--- config.mk ---
export PLATFORM = sky130hd
export DESIGN_NAME = spi_flash_read_ctrl
export DESIGN_NICKNAME = d
export VERILOG_FILES = /design/src/rtl/spi_flash_pkg.sv /design/src/rtl/spi_sck_gen.sv /design/src/rtl/spi_flash_read_ctrl.sv
export SDC_FILE = /design/constraint.sdc
export NUM_CORES = 1
export LEC_CHECK = 0
export CORE_MARGIN = 2
export CORE_UTILIZATION = 54
export CTS_BUF_LIST = sky130_fd_sc_hd__clkbuf_4 sky130_fd_sc_hd__clkbuf_8
export CTS_CLUSTER_DIAMETER = 120
export DETAILED_ROUTE_END_ITERATION = 10
export PLACE_DENSITY = 0.93
export SYNTH_ARGS = -nofsm -noshare
export SYNTH_HDL_FRONTEND = slang
export SYNTH_SLANG_ARGS = --single-unit
--- constraint.sdc ---
create_clock -name clock -period 2.8 [get_ports clock]
set_clock_uncertainty 0.2 [all_clocks]
set_input_delay 0.56 -clock clock [delete_from_list [all_inputs] [get_ports clock]]
set_output_delay 0.56 -clock clock [all_outputs]
set_load 0.02 [all_outputs]
--- src/rtl/spi_flash_pkg.sv ---
// spi_flash_pkg
// Shared definitions for the QSPI flash read sequencer: flash command
// bytes, FSM state encoding and SCK phase lengths.
// Read-mode option (used by the files importing this package):
// SPI_FLASH_QUAD_EN.
package spi_flash_pkg;

   localparam logic [7:0] CMD_READ         = 8'h03;
   localparam logic [7:0] CMD_QUAD_AD_READ = 8'hEB;

   // SCK pulses per phase (the flash always sees a 24-bit address)
   localparam int unsigned FLASH_ADDR_BITS = 24;
   localparam int unsigned CMD_SCK         = 8;
   localparam int unsigned ADDR_SCK_QUAD   = 6;
   localparam int unsigned ADDR_SCK_SINGLE = 24;

   typedef enum logic [2:0] {
      IDLE,
      CMD,
      ADDR,
      DUMMY,
      DATA,
      RESP,
      GAP
   } state_t;

   // Terminal value of the SCK down-counter for the data phase:
   // quad moves 2 SCK per byte (2*len+1), single moves 8 SCK per byte (8*len+7).
   function automatic logic [7:0] data_sck_last(input logic quad, input logic [1:0] len);
      if (quad) data_sck_last = {5'b0, len, 1'b1};
      else      data_sck_last = {3'b0, len, 3'b111};
   endfunction

endpackage

--- src/rtl/spi_sck_gen.sv ---
// spi_sck_gen
// SCK generator for the flash read sequencer. While en is high, sck toggles
// every CLK_DIV clocks, the first toggle being a rise CLK_DIV clocks after en
// goes high. rise/fall are single-cycle strobes marking the clock edge on
// which sck will go high/low. While en is low, sck is held low and the
// divider is reloaded.
// Ports:
//   clock, reset (active-low async)
//   en          enable (high while cs is low)
//   sck         flash clock level
//   rise, fall  edge strobes for the sequencer
module spi_sck_gen #(
   parameter int unsigned CLK_DIV = 1
) (
   input  logic clock,
   input  logic reset,
   input  logic en,
   output logic sck,
   output logic rise,
   output logic fall
);

   localparam int unsigned     DIV_W    = (CLK_DIV > 1) ? $clog2(CLK_DIV) : 1;
   localparam logic [DIV_W-1:0] DIV_LAST = DIV_W'(CLK_DIV - 1);

   logic [DIV_W-1:0] div_cnt;
   logic             tc;

   assign tc   = en && (div_cnt == '0);
   assign rise = tc && !sck;
   assign fall = tc &&  sck;

   always_ff @(posedge clock or negedge reset) begin
      if (!reset) begin
         div_cnt <= DIV_LAST;
         sck     <= 1'b0;
      end else if (!en) begin
         div_cnt <= DIV_LAST;
         sck     <= 1'b0;
      end else if (tc) begin
         div_cnt <= DIV_LAST;
         sck     <= ~sck;
      end else begin
         div_cnt <= div_cnt - 1'b1;
      end
   end

endmodule

--- src/rtl/spi_flash_read_ctrl.sv ---
// spi_flash_read_ctrl
// Host-side read sequencer for the QSPI boot/ROM flash. Each fabric request
// runs a full flash read (command, address, optional dummy, data) and
// returns 1..4 bytes packed little-endian in resp_data.
// Build option: define SPI_FLASH_QUAD_EN for quad I/O read (0xEB, 4-bit
// address/data, dummy phase); otherwise plain read (0x03, address on dq[0],
// data on dq[1], no dummy phase).
// Ports:
//   clock, reset (active-low async)
//   req_valid/req_ready/req_addr/req_len   fabric request (len = bytes-1)
//   resp_valid/resp_ready/resp_data        response, held until accepted
//   sck, cs, dq_out, dq_drive, dq_in       flash pads
//   busy                                   sequencer not idle
//
// state | meaning
// ------+-------------------------------------------------------------
// IDLE  | waiting for a request, cs high
// CMD   | shifting the command byte on dq[0]
// ADDR  | shifting the 24-bit address (nibbles in quad, bits in single)
// DUMMY | quad only: turnaround SCKs, pads released
// DATA  | capturing (len+1) bytes from the flash
// RESP  | cs high, response presented until resp handshake
// GAP   | enforcing minimum cs-high time before the next request
module spi_flash_read_ctrl
   import spi_flash_pkg::*;
#(
   parameter int unsigned ADDR_BITS    = 24,
   parameter int unsigned DUMMY_CYCLES = 8,
   parameter int unsigned CLK_DIV      = 1,
   parameter int unsigned CS_GAP       = 2
) (
   input  logic                 clock,
   input  logic                 reset,
   input  logic                 req_valid,
   output logic                 req_ready,
   input  logic [ADDR_BITS-1:0] req_addr,
   input  logic [1:0]           req_len,
   output logic                 resp_valid,
   output logic [31:0]          resp_data,
   input  logic                 resp_ready,
   output logic                 sck,
   output logic                 cs,
   output logic [3:0]           dq_out,
   output logic [3:0]           dq_drive,
   input  logic [3:0]           dq_in,
   output logic                 busy
);

`ifdef SPI_FLASH_QUAD_EN
   localparam logic QUAD = 1'b1;
`else
   localparam logic QUAD = 1'b0;
`endif

   localparam logic [7:0] CMD_BYTE  = QUAD ? CMD_QUAD_AD_READ : CMD_READ;
   localparam logic [7:0] CMD_LAST  = 8'(CMD_SCK - 1);
   localparam logic [7:0] ADDR_LAST = QUAD ? 8'(ADDR_SCK_QUAD - 1) : 8'(ADDR_SCK_SINGLE - 1);
   // DUMMY_CYCLES is limited to 256 by the 8-bit phase counter
   localparam logic [7:0] DUMMY_LAST = 8'(DUMMY_CYCLES - 1);
   localparam logic       USE_DUMMY  = QUAD && (DUMMY_CYCLES != 0);

   localparam int unsigned      GAP_W    = (CS_GAP > 1) ? $clog2(CS_GAP) : 1;
   localparam logic [GAP_W-1:0] GAP_LAST = GAP_W'(CS_GAP - 1);

   state_t            state, state_nxt;
   logic              sck_en, sck_rise, sck_fall;
   logic              req_fire, resp_fire, phase_end;
   logic [7:0]        bit_cnt, phase_last;
   logic [31:0]       tx_sr;
   logic [1:0]        len_q;
   logic [31:0]       data_q;
   logic [7:0]        rx_byte, rx_byte_nxt;
   logic [4:0]        rx_cnt;
   logic [1:0]        byte_idx;
   logic              byte_done;
   logic [GAP_W-1:0]  gap_cnt;
   logic              resp_valid_q;
   logic              out_of_reset;
   logic [FLASH_ADDR_BITS-1:0] addr24;

   // Flash address is always 24 bits: zero-extend or truncate the fabric address.
   generate
      if (ADDR_BITS >= FLASH_ADDR_BITS) begin : g_addr_trunc
         assign addr24 = req_addr[FLASH_ADDR_BITS-1:0];
      end else begin : g_addr_ext
         assign addr24 = {{(FLASH_ADDR_BITS-ADDR_BITS){1'b0}}, req_addr};
      end
   endgenerate

   spi_sck_gen #(
      .CLK_DIV (CLK_DIV)
   ) u_sck_gen (
      .clock (clock),
      .reset (reset),
      .en    (sck_en),
      .sck   (sck),
      .rise  (sck_rise),
      .fall  (sck_fall)
   );

   assign req_fire  = req_valid && req_ready;
   assign resp_fire = resp_valid_q && resp_ready;
   // Phases end on the falling edge of their last SCK; that edge also
   // launches the first bit of the next phase.
   assign phase_end = sck_fall && (bit_cnt == 8'd0);

   always_ff @(posedge clock or negedge reset) begin
      if (!reset) state <= IDLE;
      else        state <= state_nxt;
   end

   always_comb begin
      state_nxt = state;
      sck_en    = 1'b0;
      cs        = 1'b1;
      dq_out    = 4'h0;
      dq_drive  = 4'h0;
      req_ready = 1'b0;
      busy      = (state != IDLE);
      case (state)
         IDLE: begin
            req_ready = out_of_reset;
            if (req_valid && out_of_reset) state_nxt = CMD;
         end
         CMD: begin
            sck_en   = 1'b1;
            cs       = 1'b0;
            dq_out   = {3'b000, tx_sr[31]};
            dq_drive = 4'b0001;
            if (phase_end) state_nxt = ADDR;
         end
         ADDR: begin
            sck_en = 1'b1;
            cs     = 1'b0;
            if (QUAD) begin
               dq_out   = tx_sr[31:28];
               dq_drive = 4'b1111;
            end else begin
               dq_out   = {3'b000, tx_sr[31]};
               dq_drive = 4'b0001;
            end
            if (phase_end) state_nxt = USE_DUMMY ? DUMMY : DATA;
         end
         DUMMY: begin
            sck_en = 1'b1;
            cs     = 1'b0;
            if (phase_end) state_nxt = DATA;
         end
         DATA: begin
            sck_en = 1'b1;
            cs     = 1'b0;
            if (phase_end) state_nxt = RESP;
         end
         RESP: begin
            if (resp_fire) state_nxt = GAP;
         end
         GAP: begin
            if (gap_cnt == '0) state_nxt = IDLE;
         end
         default: state_nxt = IDLE;
      endcase
   end

   always_comb begin
      case (state_nxt)
         ADDR:    phase_last = ADDR_LAST;
         DUMMY:   phase_last = DUMMY_LAST;
         DATA:    phase_last = data_sck_last(QUAD, len_q);
         default: phase_last = 8'd0;
      endcase
   end

   // Receive assembly: nibbles (quad) or dq[1] bits (single), MSB first.
   always_comb begin
      if (QUAD) begin
         rx_byte_nxt = {rx_byte[3:0], dq_in};
         byte_done   = rx_cnt[0];
         byte_idx    = rx_cnt[2:1];
      end else begin
         rx_byte_nxt = {rx_byte[6:0], dq_in[1]};
         byte_done   = &rx_cnt[2:0];
         byte_idx    = rx_cnt[4:3];
      end
   end

   always_ff @(posedge clock or negedge reset) begin
      if (!reset) begin
         out_of_reset <= 1'b0;
         tx_sr        <= '0;
         bit_cnt      <= '0;
         len_q        <= '0;
         data_q       <= '0;
         rx_byte      <= '0;
         rx_cnt       <= '0;
         gap_cnt      <= '0;
         resp_valid_q <= 1'b0;
      end else begin
         out_of_reset <= 1'b1;
         if (req_fire) begin
            tx_sr   <= {CMD_BYTE, addr24};
            bit_cnt <= CMD_LAST;
            len_q   <= req_len;
            data_q  <= '0;
            rx_byte <= '0;
            rx_cnt  <= '0;
         end else begin
            if (sck_fall) begin
               if (state == CMD || (state == ADDR && !QUAD))
                  tx_sr <= {tx_sr[30:0], 1'b0};
               else if (state == ADDR)
                  tx_sr <= {tx_sr[27:0], 4'h0};
               bit_cnt <= phase_end ? phase_last : bit_cnt - 8'd1;
            end
            if (sck_rise && state == DATA) begin
               rx_byte <= rx_byte_nxt;
               rx_cnt  <= rx_cnt + 5'd1;
               if (byte_done) data_q[{byte_idx, 3'b000} +: 8] <= rx_byte_nxt;
            end
         end

         // Response is raised one cycle after cs returns high.
         if (state == RESP && !resp_valid_q) resp_valid_q <= 1'b1;
         else if (resp_fire)                 resp_valid_q <= 1'b0;

         if (resp_fire)                         gap_cnt <= GAP_LAST;
         else if (state == GAP && gap_cnt != '0) gap_cnt <= gap_cnt - 1'b1;
      end
   end

   assign resp_valid = resp_valid_q;
   assign resp_data  = data_q;

endmodule

==> run metrics, run 1 <==
Main synth FF type=dfrtp_1; most area-consuming cells after synthesis=dfrtp_1 53%, mux2i_1 7.0%, a22o_1 6.9%, nand2_1 5.3%, ha_1 2.3%; initial antenna violation count=0; ant diodes=0; nets=506; Rows=32; Filler cells=578; cell with the most instances after synthesis=dfrtp_1; dpl hpwl=6410 microns; Clock Tree Buf Depth=2; WL/cell=16.2 microns; hold path depth=2; Critical Path RT=2040 ps; worst skew pair latency=360 ps; Post-Synthesis Cell Area=4420 sq um; RR Endpoint=resp_data[19]; Reg2Reg Setup Slack=350 ps; total CTS buffers=9; crit path capture type=primary output; status=complete, no violations; Synth Register Bits=94; Clock Pin Slew Worst Setup and Hold Paths=90 ps; 1st-iter DRT viols=132; RSZ-0062 raised after global routing=false; Tmin final=2680 ps; Routed WL=9230 microns; syn_area_per_cell=11.1 sq um; post-synth cell types=52; worst hold-check path type=reg2reg; Max stage delay on crit path=670 ps; non-filler cells, final=570; CTS H-Tree Depth=3; worst r2r src=state[1]; # clock sinks=94; WP data arrival=1920 ps; period utilization=0.958; Slew @ Worst Pin=703 ps; number of remaining DRC errors=0; area taken by multi-input logic gates=1840 sq um; first-pass GRT wire length=15000 microns; Initial Utilization=0.566; # setup viols final=0; dpl cells=552; Pwr Density=716 nW/um^2; Seq/Total Area, Yosys=0.532; Slew Limit Fails=0; area delta synth->final=21.6%; root buffer cell=clkbuf_8; CTS tree=done; DRT Pass-1 Iters=5; vias in the first global route=3160; Die Footprint=8920 sq um; layout cells sized above 1=0.103; total design power=3850 uW; I/O pins=79; leading area contributor after synthesis=dfrtp_1; Max Cap Violations=0; yosys warns=0; vias=3282; Synth top cells by count=94 x dfrtp_1, 62 x nand2_1, 35 x a22o_1, 31 x mux2i_1, 20 x o21ai_1; Sequential cell area=2350 sq um; Worst slew margin=0.529; Cell Chain, Critical Path=xnor2_2, nor2_1, clkdlybuf4s50_1; Leak Pwr=0.00225 uW; routability cong.=0.888; DRT antenna net count=0; Die Ht=94.5 microns; largest net degree at the start of global routing=54; Reg2Reg Depth=5; GRT Total Usage=0.217; fmax=0.373 GHz; port bufs=69; vias per std cell=5.76; critical path startpoint category=flop; VDD IR max=0.000490 V; share of the synthesized area in the top cell type=0.532; Crit Path Class=reg2out; ys async rst share=1.00; CORE AREA=7810 sq um; Worst Min Path Start=len_q[1]; Hold Crit Endpoint=len_q[1]; Final Hold Vio Count=0; utilization after layout=0.688; CP max FO=10; number of flops mapped to enable cells by yosys=0; hold slack=289 ps; total grt overflow=0; Crit-path slowest cell=clkdlybuf4s50_1; setup TNS=0 ps; synthesized instance count=397; Die Wd=94.5 microns
## power breakdown
| part | total (uW) | switching (uW) | internal [uW] |
|---|---|---|---|
| clock network | 925 | 480 | 445 |
| logic | 997 | 521 | 475 |
| registers | 1930 | 285 | 1640 |
| total | 3850 | 1290 | 2560 |
## per-stage QoR
step / setup slack [ps] / cell area, sq um
6_report: 118 / 5370
5_1_grt: 16.6 / 5370
4_1_cts: 6.48 / 5340
3_5_place_dp: 221 / 5120
3_3_place_gp: 255 / 5120
2_1_floorplan: 738 / 4440
## critical path, delay by kind of cell (launching register included)
family	cells	cell delay (ps)
DFF	1	510
buffers and inverters	1	670
and+or+nand+nor	1	180
xor gates and xnor gates	1	200
## cells by family after synthesis
group / count (synthesis) / share of synthesized area
fa+ha+maj: 8 / 0.0227
buf+inv: 40 / 0.0617
other cells: 2 / 0.00170
flops: 94 / 0.532
mux: 31 / 0.0702
xor+xnor: 5 / 0.0116
compound gates: 96 / 0.151
simple gates: 121 / 0.148
## layout make-up
class                           count  area share
Clock buffer                       10      0.0256
Clock inverter                      5      0.0123
Inverter                            9     0.00629
Multi-Input combinational cell    269       0.342
Sequential cell                    94       0.438
Tap cell                          102      0.0238
Timing Repair Buffer               81       0.151
## layout by cell type (no fill, tap or decap), types with 3 or more instances in the layout
master            n
dfrtp_1          92
clkdlybuf4s50_1  65
nand2_1          62
a22o_1           35
mux2i_1          31
o21ai_1          20
o21ai_0          13
nand3_1          11
a21oi_1          11
nor2_1           10
clkbuf_8         10
buf_4            10
inv_1             9
ha_1              8
conb_1            8
or2_2             4
a31oi_1           4
xnor2_1           4
or3_1             3
nand3b_1          3
nor3_1            3
and4_1            3
dlymetal6s2s_1    3
## repair_timing
| action | in CTS | in global routing |
|---|---|---|
| hold buffers | 1 | 0 |
| endpoints found under the hold margin | 41 | 0 |
| setup endpoints to repair | 3 | 3 |
| resized for setup | 3 | 4 |
| buffers inserted | 0 | 2 |
## metal layers
metal / vias up / track usage / share of wire
li1: 1534 / - / -
met1: 1624 / 0.274 / 0.42
met2: 113 / 0.377 / 0.52
met3: 11 / 0.0455 / 0.049
met4: 0 / 0.0640 / 0.011
met5: - / 0 / 0
## registers in the layout, indices dropped and copies added, names as in the netlist, 2 cells and up
signal and count:
rx_cnt 5, resp_data 32, tx_sr 32, bit_cnt 8, rx_byte 7, len_q 2
state 3
## worst max path at each step
| stage | from | to | slack, ps | cells past startpoint |
|---|---|---|---|---|
| after floorplan | state[0] | dq_out[0] | 740 | 4 |
| after detailed placement | state[0] | cs | 220 | 3 |
| final | state[1] | dq_drive[0] | 120 | 3 |
| after global routing | state[1] | dq_drive[0] | 20 | 3 |
| after global placement | state[0] | cs | 260 | 3 |
| after CTS | state[0] | dq_out[0] | 6 | 4 |
(Power assumes the default switching activity.)
==> run 2, diff against run 1 <==
--- a/config.mk
+++ b/config.mk
@@ -5,11 +5,11 @@
 export SDC_FILE = /design/constraint.sdc
 export NUM_CORES = 1
 export LEC_CHECK = 0
-export CORE_MARGIN = 2
 export CORE_UTILIZATION = 54
 export CTS_BUF_LIST = sky130_fd_sc_hd__clkbuf_4 sky130_fd_sc_hd__clkbuf_8
 export CTS_CLUSTER_DIAMETER = 120
 export DETAILED_ROUTE_END_ITERATION = 10
+export GPL_TIMING_DRIVEN = 0
 export PLACE_DENSITY = 0.93
 export SYNTH_ARGS = -nofsm -noshare
 export SYNTH_HDL_FRONTEND = slang
==> run 2 against run 1 <==
Global-route usage rose by 2.6 points. Clock power shrank 0.8%. Via count grew 3.2%. Critical path depth unchanged. Total power grew 0.70%. Critical path type unchanged. Highest routed layer unchanged.
==> run metrics, run 2 (synthesis gave the netlist of run 1 again) <==
Leak Pwr=0.00233 uW (+3.4%); WL/cell=16.3 microns (+0.92%); vias=3388 (+3.2%); fmax=0.374 GHz (+0.27%); initial antenna violation count=0 (unchanged); Pwr Density=706 nW/um^2 (-1.5%); Sequential cell area=2350 sq um (-0.11%); 1st-iter DRT viols=231 (+75%); Die Footprint=8550 sq um (-4.2%); port bufs=69 (unchanged); Placement Cell Area=5280 sq um (+3.2%); Routed WL=9660 microns (+4.6%); most frequent cells in the layout=94 x dfrtp_1, 65 x clkdlybuf4s50_1, 62 x nand2_1; Initial Utilization=0.566 (unchanged); CP max FO=7 (-3); nets=526 (+4.0%); I/O pins=79 (unchanged); CORE AREA=7810 sq um (unchanged); non-filler cells, final=591 (+3.7%); root buffer cell=clkbuf_8; total CTS buffers=9 (unchanged); dpl cells=575 (+4.2%); hold slack=8.73 ps (-280 ps); worst skew pair latency=370 ps (about the same); DRT antenna net count=0 (unchanged); # clock sinks=94 (unchanged); area delta synth->final=24.3%; vias in the first global route=3275 (+3.6%); number of setup buffers added after CTS=0 (unchanged); Worst slew margin=0.474 (-0.0544); period utilization=0.955 (-0.00253); RSZ-0062 raised after global routing=false; Slew @ Worst Pin=785 ps (+81.2 ps); WP data arrival=1910 ps (about the same); routability cong.=0.866 (-2.4%); CTS H-Tree Depth=3 (unchanged); number of remaining DRC errors=0 (unchanged); utilization after layout=0.703 (+0.0154); commonest non-fill, non-tap cell in the layout=dfrtp_1; ant diodes=0 (unchanged); critical path startpoint category=flop; # setup viols final=0 (unchanged); VDD IR max=0.000406 V (-17%); largest net degree at the start of global routing=51 (-5.6%); Critical Path RT=2040 ps (about the same); layout cells sized above 1=0.129 (+0.0263); crit path capture type=primary output; DRT Pass-1 Iters=5 (unchanged); Tmin final=2670 ps (-7.09 ps); Max Cap Violations=0 (unchanged); dpl hpwl=6830 microns (+6.6%); Slew Limit Fails=0 (unchanged); fin area=5490 sq um (+2.2%); Die Ht=92.5 microns (-2.1%); CTS tree=done; Filler cells=563 (-2.6%); worst hold-check path type=in2async; Die Wd=92.5 microns (-2.1%); GRT Total Usage=0.243 (+0.0260); vias per std cell=5.73 (-0.44%); Clock Tree Buf Depth=2 (unchanged); status=complete, no violations; Rows=32 (unchanged); total grt overflow=0 (unchanged); Clock Pin Slew Worst Setup and Hold Paths=90 ps (about the same); Final Hold Vio Count=0 (unchanged); Crit Path Class=reg2out; first-pass GRT wire length=16100 microns (+6.7%); area taken by multi-input logic gates=1820 sq um (-0.89%)
run 2: cell count changes in the layout (fill, tap and decap cells not counted), sizes merged:
cell          before  now
buf               12   26
inv               12   10
clkinvlp           1    2
dlygate4sd3        1    0
clkbuf            10   17
clkinv             0    2
dlymetal6s2s       3    1
dlygate4sd2        0    2
run 2: stage by stage:
stage,TNS [ps],worst slack (ps),power (uW)
6_report,0,125,3870
3_3_place_gp,-213220,-2270,2880
2_1_floorplan,0,738,2610
4_1_cts,0,70.5,3880
5_1_grt,0,37.7,4080
3_5_place_dp,0,272,2970
run 2: cell type report:
type                       instances  share of cell area
clock buffer                      10              0.0239
timing repair buffer              70               0.130
buffer                            31              0.0435
sequential                        94               0.428
multi-input combinational        269               0.332
inverter                           9             0.00615
tap                              102              0.0232
clock inverter                     6              0.0128
run 2: path summary, 6_finish.rpt:
path / from / to / slack, ps / cells past startpoint
min in group clock: tx_sr[24] / tx_sr[25] / 300 / 2
max in group asynchronous: reset / len_q[1] / 1750 / 2
hold reg to reg: tx_sr[24] / tx_sr[25] / 300 / 2
setup / recovery: state[1] / req_ready / 130 / 3
setup reg to reg: bit_cnt[0] / bit_cnt[2] / 580 / 6
hold / removal: reset / resp_data[13] / 9 / 1
run 2: power by group:
group	internal (uW)	total, uW	switching (uW)
Clock	429	918	489
Sequential	1640	1890	254
Combinational	506	1060	559
Total	2570	3870	1300
run 2: layer usage:
metal | global-route usage | vias to the layer above | wire (microns)
li1 | - | 1580 | -
met2 | 0.391 | 140 | 4790
met3 | 0.0591 | 18 | 583
met5 | 0 | - | 0
met1 | 0.317 | 1650 | 4060
met4 | 0.0924 | 0 | 225
run 2: critical path: stages (launching register included):
cell	delay, ps
dfrtp_1	380
buf_6	140
nor4b_4	350
clkdlybuf4s50_1	680
run 2: timing repair:
item | CTS | global route
hold buffers | 0 | 0
cloned | 0 | 0
endpoints found under the setup margin | 2 | 1
resized for setup | 3 | 1
==> run 3, diff against run 2 <==
--- a/config.mk
+++ b/config.mk
@@ -5,12 +5,13 @@
 export SDC_FILE = /design/constraint.sdc
 export NUM_CORES = 1
 export LEC_CHECK = 0
+export CAP_MARGIN = 15
 export CORE_UTILIZATION = 54
 export CTS_BUF_LIST = sky130_fd_sc_hd__clkbuf_4 sky130_fd_sc_hd__clkbuf_8
 export CTS_CLUSTER_DIAMETER = 120
 export DETAILED_ROUTE_END_ITERATION = 10
 export GPL_TIMING_DRIVEN = 0
-export PLACE_DENSITY = 0.93
+export PLACE_DENSITY = 0.82
 export SYNTH_ARGS = -nofsm -noshare
 export SYNTH_HDL_FRONTEND = slang
 export SYNTH_SLANG_ARGS = --single-unit
==> run 3 against run 2 <==
Clock power is 8.6% lower. Worst setup slack worse by 37 ps. Largest power group unchanged. Via count is 2.0% lower. Combinational power hardly changed. Non-clock buffer count stayed put. Die area stayed put. Largest cell class unchanged. Sequential share of layout area is 0.25 points higher. Core utilization is 0.40 points lower.
==> run metrics, run 3 (synthesis gave the netlist of run 1 again) <==
status=complete, no violations; Critical Path RT=2040 ps (about the same); Placement Cell Area=5280 sq um (-0.14%); Routed WL=9220 microns (-4.6%); ant diodes=0 (unchanged); # setup viols final=0 (unchanged); layout cells sized above 1=0.129 (unchanged); Clock Pin Slew Worst Setup and Hold Paths=100 ps (about the same); area taken by multi-input logic gates=1820 sq um (unchanged); worst r2r src=bit_cnt[0]; I/O pins=79 (unchanged); RR Endpoint=bit_cnt[2]; Comb power frac=0.276 (about the same); routability cong.=0.858 (-1.0%); CTS tree=done; Max Cap Violations=0 (unchanged); Worst Setup SP=state[0]; first-pass GRT wire length=15600 microns (-2.6%); vias per std cell=5.62 (-2.0%); Leak Pwr=0.00230 uW (-1.1%); final worst setup slack=88.0 ps (-37.5 ps); Clk network pwr share=0.223 (-0.014); WL/cell=15.6 microns (-4.6%); GRT Total Usage=0.231 (-0.0113); Crit-path slowest cell=clkdlybuf4s50_1; Slew @ Worst Pin=758 ps (-27.0 ps); Die Wd=92.5 microns (unchanged); Sequential cell area=2350 sq um (unchanged); Psw=1280 uW (-2.0%); DRT antenna net count=0 (unchanged); Crit Path Class=reg2out; Max stage delay on crit path=590 ps (-90 ps); dpl hpwl=6630 microns (-2.9%); Reg2Reg Setup Slack=560 ps (-20 ps); number of setup buffers added after CTS=0 (unchanged); CP max FO=10 (+3); CTS Hold Bufs=0 (unchanged); Die Footprint=8550 sq um (unchanged); Slew Limit Fails=0 (unchanged); crit path capture type=primary output; dpl ws=249 ps (-23.5 ps); Rows=32 (unchanged); number of remaining DRC errors=0 (unchanged); root buffer cell=clkbuf_8; Tmin final=2710 ps (+37.5 ps); Clock Tree Buf Depth=2 (unchanged); period utilization=0.969 (+0.0134); # clock sinks=94 (unchanged); sequential power share=0.501 (+0.013); RSZ-0062 raised after global routing=false; nets=526 (unchanged); non-filler cells, final=591 (unchanged); dpl cells=575 (unchanged); fin area=5460 sq um (-0.57%); Worst slew margin=0.493 (+0.0181); CORE AREA=7810 sq um (unchanged); most frequent cells in the layout=94 x dfrtp_1, 67 x clkdlybuf4s50_1, 62 x nand2_1; Pwr Density=689 nW/um^2 (-2.3%); total CTS buffers=9 (unchanged); Int Power=2490 uW (-3.3%); WP data arrival=1950 ps (+40 ps); Net Sw Frac=0.339 (+0.00311); Die Ht=92.5 microns (unchanged); DRT Pass-1 Iters=4 (-1); Reg2Reg Depth=6 (unchanged); critical path startpoint category=flop; initial antenna violation count=0 (unchanged); worst hold-check path type=in2async; port bufs=69 (unchanged); worst skew pair latency=350 ps (-20 ps); total grt overflow=0 (unchanged); Initial Utilization=0.566 (unchanged); Worst Setup EP=dq_out[0]; vias in the first global route=3174 (-3.1%); Filler cells=587 (+4.3%); 1st-iter DRT viols=153 (-34%); CTS H-Tree Depth=3 (unchanged); commonest non-fill, non-tap cell in the layout=dfrtp_1; Cell Chain, Critical Path=buf_6, xnor2_2, nor2_1, and2_1, clkdlybuf4s50_1; area delta synth->final=23.6%; VDD IR max=0.000349 V (-14%); fmax=0.369 GHz (-1.4%); vias=3319 (-2.0%); largest net degree at the start of global routing=52 (+2.0%); Final Hold Vio Count=0 (unchanged)
-- run 3: metrics by stage --
| stage | hold WS [ps] | total power, uW | util | TNS [ps] |
|---|---|---|---|---|
| 3_5_place_dp | 268 | 2950 | 0.676 | 0 |
| 3_3_place_gp | 258 | 2880 | 0.674 | -217230 |
| 2_1_floorplan | 64.4 | 2610 | - | 0 |
| 4_1_cts | 31.0 | 3780 | 0.699 | 0 |
| 6_report | 5.84 | 3760 | 0.699 | 0 |
| 5_1_grt | 54.5 | 3990 | 0.699 | 0 |
-- run 3: cell type report --
cell class	count	share of cell area
clock inverters	7	0.0101
well taps	102	0.0234
inverters	9	0.00619
clock buffers	9	0.0227
repair buffers	70	0.129
plain buffers	31	0.0438
flip-flops and latches	94	0.431
multi-input cells	269	0.333
-- run 3: layer usage --
| layer | share of wire | track usage | vias to the layer above |
|---|---|---|---|
| li1 | - | - | 1575 |
| met1 | 0.44 | 0.313 | 1645 |
| met2 | 0.51 | 0.381 | 85 |
| met3 | 0.035 | 0.0304 | 14 |
| met4 | 0.018 | 0.0872 | 0 |
| met5 | 0 | 0 | - |
-- run 3: timing repair --
action	in CTS	in global routing
resized for setup	2	0
hold endpoints to repair	0	0
setup endpoints to repair	1	0
-- run 3: critical path: cells and delay by family (launching register included) --
| kind | cells | cell delay [ps] |
|---|---|---|
| buffers and inverters | 2 | 760 |
| flip-flops | 1 | 450 |
| AND/OR/NAND/NOR | 2 | 250 |
| XOR/XNOR | 1 | 140 |
-- run 3: worst min-delay path by stage --
stage | end | startpoint | slack (ps)
after floorplan | bit_cnt[0] | reset | 60
after global placement | tx_sr[29] | tx_sr[28] | 260
after detailed placement | tx_sr[26] | tx_sr[25] | 270
after CTS | resp_data[11] | reset | 30
after global routing | resp_data[15] | reset | 50
final | resp_data[11] | reset | 6
-- run 3: power groups by stage --
stage	Combinational [uW]	Sequential (uW)	Clock, uW
floorplan	770	1840	0
global placement	995	1890	0
detailed placement	1040	1900	0
CTS	1050	1880	852
global route	1160	1920	910
finish	1040	1890	839
